**src/rtl/ram_sync_clr_pkg.sv**
```systemverilog
// Shared constants and state encoding for the clearable synchronous RAM.
// No logic; consumed by the controller and the top level.
// No flow control of its own.
package ram_pkg;

    localparam int READ_FIRST  = 0;
    localparam int WRITE_FIRST = 1;

    typedef enum logic {
        CLEAR = 1'b0,
        IDLE  = 1'b1
    } state_t;

endpackage

```
**src/rtl/ram_sync_clr_if.sv**
```systemverilog
// Client-side bus of the clearable RAM: access request, read return, busy flag.
// Read data returns one cycle after the request edge.
// Accesses presented while busy is high are silently dropped.
interface ram_sync_clr_if #(
    parameter int DATA_WIDTH = 32,
    parameter int ADDR_WIDTH = 5,
    parameter int BYTE_WIDTH = 8
);
    localparam int NBYTES = DATA_WIDTH / BYTE_WIDTH;

    logic                  ena;
    logic                  wena;
    logic [NBYTES-1:0]     be;
    logic [ADDR_WIDTH-1:0] addr;
    logic [DATA_WIDTH-1:0] data_in;
    logic                  clr_req;
    logic [DATA_WIDTH-1:0] data_out;
    logic                  rd_valid;
    logic                  busy;

    modport master (
        output ena, wena, be, addr, data_in, clr_req,
        input  data_out, rd_valid, busy
    );

    modport slave (
        input  ena, wena, be, addr, data_in, clr_req,
        output data_out, rd_valid, busy
    );
endinterface

```
**src/rtl/ram_sync_clr_clear_ctrl.sv**
```systemverilog
// Clear sequencer: owns the array after reset or a clear request and sweeps every word.
// Sweep takes DEPTH edges; busy is a registered state decode.
// Clear requests arriving mid-sweep are ignored rather than restarting it.
module ram_clear_ctrl
    import ram_pkg::*;
#(
    parameter int ADDR_WIDTH = 5
) (
    input  logic                  clk,
    input  logic                  rst_n,
    input  logic                  clr_req,
    output logic                  busy,
    output logic                  sweep_we,
    output logic [ADDR_WIDTH-1:0] sweep_addr
);

    localparam logic [ADDR_WIDTH-1:0] LAST_ADDR = {ADDR_WIDTH{1'b1}};

    state_t                state;
    logic [ADDR_WIDTH-1:0] clr_ptr;

    // Sweep FSM: walk clr_ptr through every word, then hand the array back to the client.
    always_ff @(posedge clk or negedge rst_n) begin
        if (!rst_n) begin
            state   <= CLEAR;
            clr_ptr <= '0;
            busy    <= 1'b1;
        end else begin
            case (state)
                CLEAR: begin
                    if (clr_ptr == LAST_ADDR) begin
                        state   <= IDLE;
                        clr_ptr <= '0;
                        busy    <= 1'b0;
                    end else begin
                        clr_ptr <= clr_ptr + 1'b1;
                    end
                end
                IDLE: begin
                    if (clr_req) begin
                        state   <= CLEAR;
                        clr_ptr <= '0;
                        busy    <= 1'b1;
                    end
                end
                default: begin
                    state   <= CLEAR;
                    clr_ptr <= '0;
                    busy    <= 1'b1;
                end
            endcase
        end
    end

    assign sweep_we   = (state == CLEAR);
    assign sweep_addr = clr_ptr;

endmodule

```
**src/rtl/ram_sync_clr.sv**
```systemverilog
// Single-port synchronous RAM with byte-lane writes, registered read and a hardware clear sweep.
// Read latency 1 cycle; rd_valid marks read returns only.
// No backpressure: client accesses during the sweep (busy=1) are dropped.
module ram_sync_clr
    import ram_pkg::*;
#(
    parameter int                   DATA_WIDTH = 32,
    parameter int                   ADDR_WIDTH = 5,
    parameter int                   BYTE_WIDTH = 8,
    parameter int                   READ_MODE  = READ_FIRST,
    parameter logic [DATA_WIDTH-1:0] INIT_VALUE = '0
) (
    input  logic               clk,
    input  logic               rst_n,
    ram_sync_clr_if.slave      bus
);

    localparam int DEPTH  = 2 ** ADDR_WIDTH;
    localparam int NBYTES = DATA_WIDTH / BYTE_WIDTH;

    if (DATA_WIDTH % BYTE_WIDTH != 0) begin : g_bad_width
        $error("ram_sync_clr: DATA_WIDTH must be a multiple of BYTE_WIDTH");
    end

    logic [DATA_WIDTH-1:0] mem [DEPTH];

    logic                  sweep_we;
    logic [ADDR_WIDTH-1:0] sweep_addr;
    logic                  busy;
    logic                  idle;
    logic                  cli_wr;
    logic                  cli_rd;
    logic [DATA_WIDTH-1:0] old_word;
    logic [DATA_WIDTH-1:0] merged_word;
    logic [DATA_WIDTH-1:0] data_out_q;
    logic                  rd_valid_q;

    ram_clear_ctrl #(
        .ADDR_WIDTH (ADDR_WIDTH)
    ) u_clear_ctrl (
        .clk        (clk),
        .rst_n      (rst_n),
        .clr_req    (bus.clr_req),
        .busy       (busy),
        .sweep_we   (sweep_we),
        .sweep_addr (sweep_addr)
    );

    assign idle     = ~sweep_we;
    assign cli_wr   = idle & bus.ena & bus.wena;
    assign cli_rd   = idle & bus.ena & ~bus.wena;
    assign old_word = mem[bus.addr];

    // Byte-lane merge of the client write over the current word, for write-first returns.
    always_comb begin
        merged_word = old_word;
        for (int i = 0; i < NBYTES; i++) begin
            if (bus.be[i]) begin
                merged_word[i*BYTE_WIDTH +: BYTE_WIDTH] = bus.data_in[i*BYTE_WIDTH +: BYTE_WIDTH];
            end
        end
    end

    // Array write port: the sweep has priority; otherwise enabled client lanes update the word.
    always_ff @(posedge clk) begin
        if (sweep_we) begin
            mem[sweep_addr] <= INIT_VALUE;
        end else if (cli_wr) begin
            for (int i = 0; i < NBYTES; i++) begin
                if (bus.be[i]) begin
                    mem[bus.addr][i*BYTE_WIDTH +: BYTE_WIDTH] <= bus.data_in[i*BYTE_WIDTH +: BYTE_WIDTH];
                end
            end
        end
    end

    // Output registers: reads and writes both refresh data_out, only reads raise rd_valid.
    always_ff @(posedge clk or negedge rst_n) begin
        if (!rst_n) begin
            data_out_q <= '0;
            rd_valid_q <= 1'b0;
        end else begin
            rd_valid_q <= cli_rd;
            if (cli_rd) begin
                data_out_q <= old_word;
            end else if (cli_wr) begin
                data_out_q <= (READ_MODE == WRITE_FIRST) ? merged_word : old_word;
            end
        end
    end

    assign bus.data_out = data_out_q;
    assign bus.rd_valid = rd_valid_q;
    assign bus.busy     = busy;

endmodule

```
**src/flat_wrapper.sv**
```systemverilog
// flat-port wrapper written by rule: the top's interface ports become plain ports
module ram_sync_clr_flat import ram_pkg::*;
#(
    parameter int                   DATA_WIDTH = 32,
    parameter int                   ADDR_WIDTH = 5,
    parameter int                   BYTE_WIDTH = 8,
    parameter int                   READ_MODE  = READ_FIRST,
    parameter logic [DATA_WIDTH-1:0] INIT_VALUE = '0
)
  (clk, rst_n, bus_ena, bus_wena, bus_be, bus_addr, bus_data_in, bus_clr_req, bus_data_out, bus_rd_valid, bus_busy);
  ram_sync_clr_if #(.DATA_WIDTH(DATA_WIDTH), .ADDR_WIDTH(ADDR_WIDTH), .BYTE_WIDTH(BYTE_WIDTH)) bus_i ();
  input  logic clk;
  input  logic rst_n;
  input wire logic [$bits(bus_i.ena)-1:0] bus_ena;
  input wire logic [$bits(bus_i.wena)-1:0] bus_wena;
  input wire logic [$bits(bus_i.be)-1:0] bus_be;
  input wire logic [$bits(bus_i.addr)-1:0] bus_addr;
  input wire logic [$bits(bus_i.data_in)-1:0] bus_data_in;
  input wire logic [$bits(bus_i.clr_req)-1:0] bus_clr_req;
  output wire logic [$bits(bus_i.data_out)-1:0] bus_data_out;
  output wire logic [$bits(bus_i.rd_valid)-1:0] bus_rd_valid;
  output wire logic [$bits(bus_i.busy)-1:0] bus_busy;
  assign bus_i.ena = bus_ena;
  assign bus_i.wena = bus_wena;
  assign bus_i.be = bus_be;
  assign bus_i.addr = bus_addr;
  assign bus_i.data_in = bus_data_in;
  assign bus_i.clr_req = bus_clr_req;
  assign bus_data_out = bus_i.data_out;
  assign bus_rd_valid = bus_i.rd_valid;
  assign bus_busy = bus_i.busy;
  ram_sync_clr #(.DATA_WIDTH(DATA_WIDTH), .ADDR_WIDTH(ADDR_WIDTH), .BYTE_WIDTH(BYTE_WIDTH), .READ_MODE(READ_MODE), .INIT_VALUE(INIT_VALUE)) u_core (.clk(clk), .rst_n(rst_n), .bus(bus_i));
endmodule
```
**config.mk**
```make
export PLATFORM = sky130hd
export DESIGN_NAME = ram_sync_clr_flat
export DESIGN_NICKNAME = d
export VERILOG_FILES = /design/src/rtl/ram_sync_clr_pkg.sv /design/src/rtl/ram_sync_clr_if.sv /design/src/rtl/ram_sync_clr_clear_ctrl.sv /design/src/rtl/ram_sync_clr.sv /design/src/flat_wrapper.sv
export SDC_FILE = /design/constraint.sdc
export NUM_CORES = 1
export LEC_CHECK = 0
export BUFFER_PORTS_ARGS = -buffer_cell sky130_fd_sc_hd__buf_2
export CAP_MARGIN = 5
export CORE_MARGIN = 1
export CORE_UTILIZATION = 40
export CTS_BUF_LIST = sky130_fd_sc_hd__clkbuf_8 sky130_fd_sc_hd__clkbuf_16
export DETAILED_ROUTE_END_ITERATION = 10
export GPL_TIMING_DRIVEN = 1
export MAX_ROUTING_LAYER = met4
export PLACE_DENSITY = 0.64
export SLEW_MARGIN = 20
export SYNTH_ARGS = -nofsm -noshare
export SYNTH_HDL_FRONTEND = slang
export SYNTH_SLANG_ARGS = --single-unit
```
**constraint.sdc**
```tcl
create_clock -name clk -period 5.1 [get_ports clk]
set_input_delay 0.765 -clock clk [delete_from_list [all_inputs] [get_ports clk]]
set_output_delay 0.765 -clock clk [all_outputs]
set_load 0.05 [all_outputs]
```
==> flow_summary_export.csv <==
group,metric,value,unit
outcome,status,"finished, violations left",
outcome,failed_checks,"DRC",
final_layout,drive_gt1_share,16.1,%
setup_path,end_kind,"register",
sta,relSlewSlack,15.9,%
power_and_ir_drop,clockPowerShare,34.7,%
power_and_ir_drop,p_leak,17.3,nW
synthesis,synth_edf_count,1024,
clocking,tritoncts,"yes",
setup_path,cpMaxStageDelayCell,"nor3b_4",
final_layout,post-route-util,45.6,%
global_routing,overflow,0,
synthesis,synth_nets,2448,
global_routing,grt_pass1_vias,22600,
sta,timing.setup.tns,0,ns
synthesis,ys.flop_type,"edfxtp_1",
clocking,cts.path.max_buffers,3,
synthesis,synthesis.area,0.0426,mm²
synthesis,ys_warn_count,0,
floorplan,initial_utilization,40.4,%
global_routing,grt_max_degree,78,
power_and_ir_drop,p_comb_share,15.4,%
setup_path,criticalPathCategory,"reg -> reg",
floorplan,die_w,328,µm
sta,setup_viol,0,
run,maxCapViolCount,0,
detailed_routing,via_per_inst,5.61,
power_and_ir_drop,p_total,0.0223,W
setup_path,cp_top_family,"simple AND/OR/NAND/NOR gates",
global_routing,grt_pass1_wl,150000,µm
setup_path,cp.buffers_inverters,2,
setup_path,cp_common_cell,"buf_4",
synthesis,avgSynthCellArea,17.7,µm²
synthesis,synth.distinct_cells,44,
final_layout,multi_input_area,0.0100,mm²
detailed_routing,first_iter_violations,2356,
global_routing,grt_usage,19.5,%
power_and_ir_drop,vdd.ir_drop.worst,0.524,mV
detailed_routing,wirelength,103000,µm
final_layout,stdcell_area,0.0481,mm²
floorplan,die_y,328,µm
sta,maxSlewViolCount,0,
clocking,htreeDepth,3,
sta,period_share,79.0,%
clocking,cts_repair_resize_count,0,
clocking,cts_sinks,1064,
sta,finalCriticalPeriod,4.03,ns
placement,dpl_cell_area,0.0445,mm²
clocking,numCtsBuffers,106,
placement,place_hpwl,64700,µm
detailed_routing,wl_per_cell,25.8,µm
sta,final-hold-violation-count,0,
final_layout,regArea,0.0318,mm²
power_and_ir_drop,p_sw_share,28.0,%
global_routing,antenna_found_initial,3,
detailed_routing,vias,22400,
final_layout,area_growth,13.0,%
setup_path,cp-start-kind,"register",
floorplan,die_area,0.108,mm²
floorplan,io_pins,80,
setup_path,crit_path_max_incr_delay,0.68,ns
clocking,holdBufCountCts,0,
final_layout,fin_nets,2558,
placement,gp_congestion,0.850,
synthesis,async_reset_ff_share,3.76,%
power_and_ir_drop,cellPowerDensity,465,mW/mm²
sta,rsz0062_at_grt,"no",
floorplan,rows,119,
sta,fmax,0.248,GHz
setup_path,critical_path.cell_chain,"nand2_4, nor3b_4, buf_4, a41oi_1, buf_4, nor2_1",
setup_path,crit_fanout,47,
synthesis,ys_seq_elements,1064,
detailed_routing,drc,20,
power_and_ir_drop,power_switching,0.00625,W
setup_path,cp_data_arrival_time,4.32,ns
synthesis,ys_seq_area_share,74.6,%
detailed_routing,drt_pre_antenna_iters,9,
worst_hold_path,hold_path.class,"in -> reg",
sta,fin_skew,0.0184,ns
clocking,cts_setup_buffers,0,
clocking,clockRootBuffer,"clkbuf_16",
power_and_ir_drop,p_int,0.0161,W
setup_path,crit_required,5.39,ns
synthesis,synth_cells,2400,
floorplan,core_area,0.105,mm²
final_layout,n_fill_cell,8890,
sta,tightest_slew,1.24,ns
placement,io_buffer_count,79,
detailed_routing,ant_nets,0,
clocking,clkTransAtPathRegs,0.06,ns
clocking,insertion_delay,0.67,ns
power_and_ir_drop,seq_power_share,49.9,%
[sequential cells by signal, indices dropped and copies added, names as in the netlist]
signal,flops
u_core.u_clear_ctrl.sweep_addr,5
u_core.mem,1024
u_core.bus.rd_valid,1
u_core.u_clear_ctrl.state,1
u_core.u_clear_ctrl.busy,1
u_core.bus.data_out,32
[cell type report]
| type | count | share of cell area (%) |
|---|---|---|
| flip-flops and latches | 1064 | 66.0 |
| inverters | 3 | 0.0234 |
| clock buffers | 113 | 5.81 |
| multi-input cells | 1180 | 20.8 |
| clock inverters | 81 | 1.49 |
| repair buffers | 155 | 2.24 |
| diodes | 2 | 0.0104 |
| well taps | 1391 | 3.62 |
[worst reg2reg max path: stages, from the launching register on]
cell	delay, ns
dfrtp_1	0.63
nand2_4	0.09
nor3b_4	0.68
buf_4	0.59
a41oi_1	0.67
buf_4	0.43
nor2_1	0.56
[cells in the final DEF (no fill, tap or decap), types with 64 or more instances in the layout]
| cell type | count |
|---|---|
| nor2_1 | 134 |
| edfxtp_1 | 1024 |
| mux2i_1 | 512 |
| buf_2 | 78 |
| buf_4 | 68 |
| a21oi_1 | 70 |
| a22o_1 | 64 |
| clkbuf_16 | 110 |
| a22oi_1 | 128 |
[logic make-up after synthesis]
family / synth area share (%)
DFF: 74.6
adders and majority gates: 0.0588
muxes: 12.0
AOI/OAI and AO/OA: 8.55
buffers and inverters: 2.13
and+or+nand+nor: 2.63
[worst paths after layout]
| path | start | end | slack, ns | cells after the start |
|---|---|---|---|---|
| worst min-delay path | bus_wena | u_core.bus.rd_valid | 0.29 | 2 |
| worst max register to register | u_core.u_clear_ctrl.state | u_core.mem[27][15] | 1.07 | 6 |
| min in group asynchronous | rst_n | u_core.bus.data_out[25] | 0.30 | 2 |
| max in group asynchronous | rst_n | u_core.bus.data_out[14] | 4.28 | 2 |
| worst min register to register | u_core.u_clear_ctrl.busy | u_core.u_clear_ctrl.busy | 0.50 | 2 |
| worst max-delay path | u_core.u_clear_ctrl.state | u_core.mem[27][15] | 1.07 | 6 |
[synth_stat cells, drive strengths merged, types with 3 or more instances]
| cell type | count | area, µm² |
|---|---|---|
| a31oi | 12 | 125 |
| nand2b | 6 | 37.5 |
| and2 | 34 | 213 |
| o41ai | 32 | 521 |
| dfrtp | 39 | 976 |
| a21oi | 73 | 365 |
| a41oi | 4 | 50.1 |
| buf | 82 | 602 |
| o21ai | 7 | 35.0 |
| a22oi | 128 | 961 |
| a221oi | 64 | 798 |
| nand2 | 40 | 150 |
| mux2i | 512 | 5120 |
| clkbuf | 71 | 293 |
| a22o | 64 | 561 |
| o22ai | 33 | 206 |
| nor3 | 10 | 50.1 |
| nor4 | 7 | 50.1 |
| nor2 | 135 | 507 |
| edfxtp | 1024 | 30700 |
| nor2b | 7 | 43.8 |
| inv | 3 | 11.3 |
[layer usage]
| layer | wire [µm] | up-vias | part of all wire (%) | global-route usage [%] |
|---|---|---|---|---|
| met1 | 46500 | 11500 | 45 | 27.4 |
| li1 | - | 9883 | - | - |
| met2 | 46600 | 851 | 45 | 28.9 |
| met4 | 2540 | 0 | 2.5 | 5.66 |
| met5 | 0 | - | 0 | - |
| met3 | 7410 | 139 | 7.2 | 3.62 |
[metrics by stage]
stage	instances	worst slack (ns)	hold WS [ns]
finish	3989	1.07	0.287
global route	3988	0.975	0.289
CTS	3987	1.20	0.264
detailed placement	3793	0.957	0.486
global placement	3793	1.12	0.480
floorplan	2400	2.42	0.469
[power by group through the flow]
stage                     combinational, W  clock (W)  sequential (W)
final                              0.00345    0.00775          0.0112
after global routing               0.00365    0.00818          0.0112
after CTS                          0.00343    0.00784          0.0112
after detailed placement           0.00342          0          0.0113
after global placement             0.00334          0          0.0113
after floorplan                    0.00181          0          0.0115
Note: power is estimated with default switching activity, not from simulation.
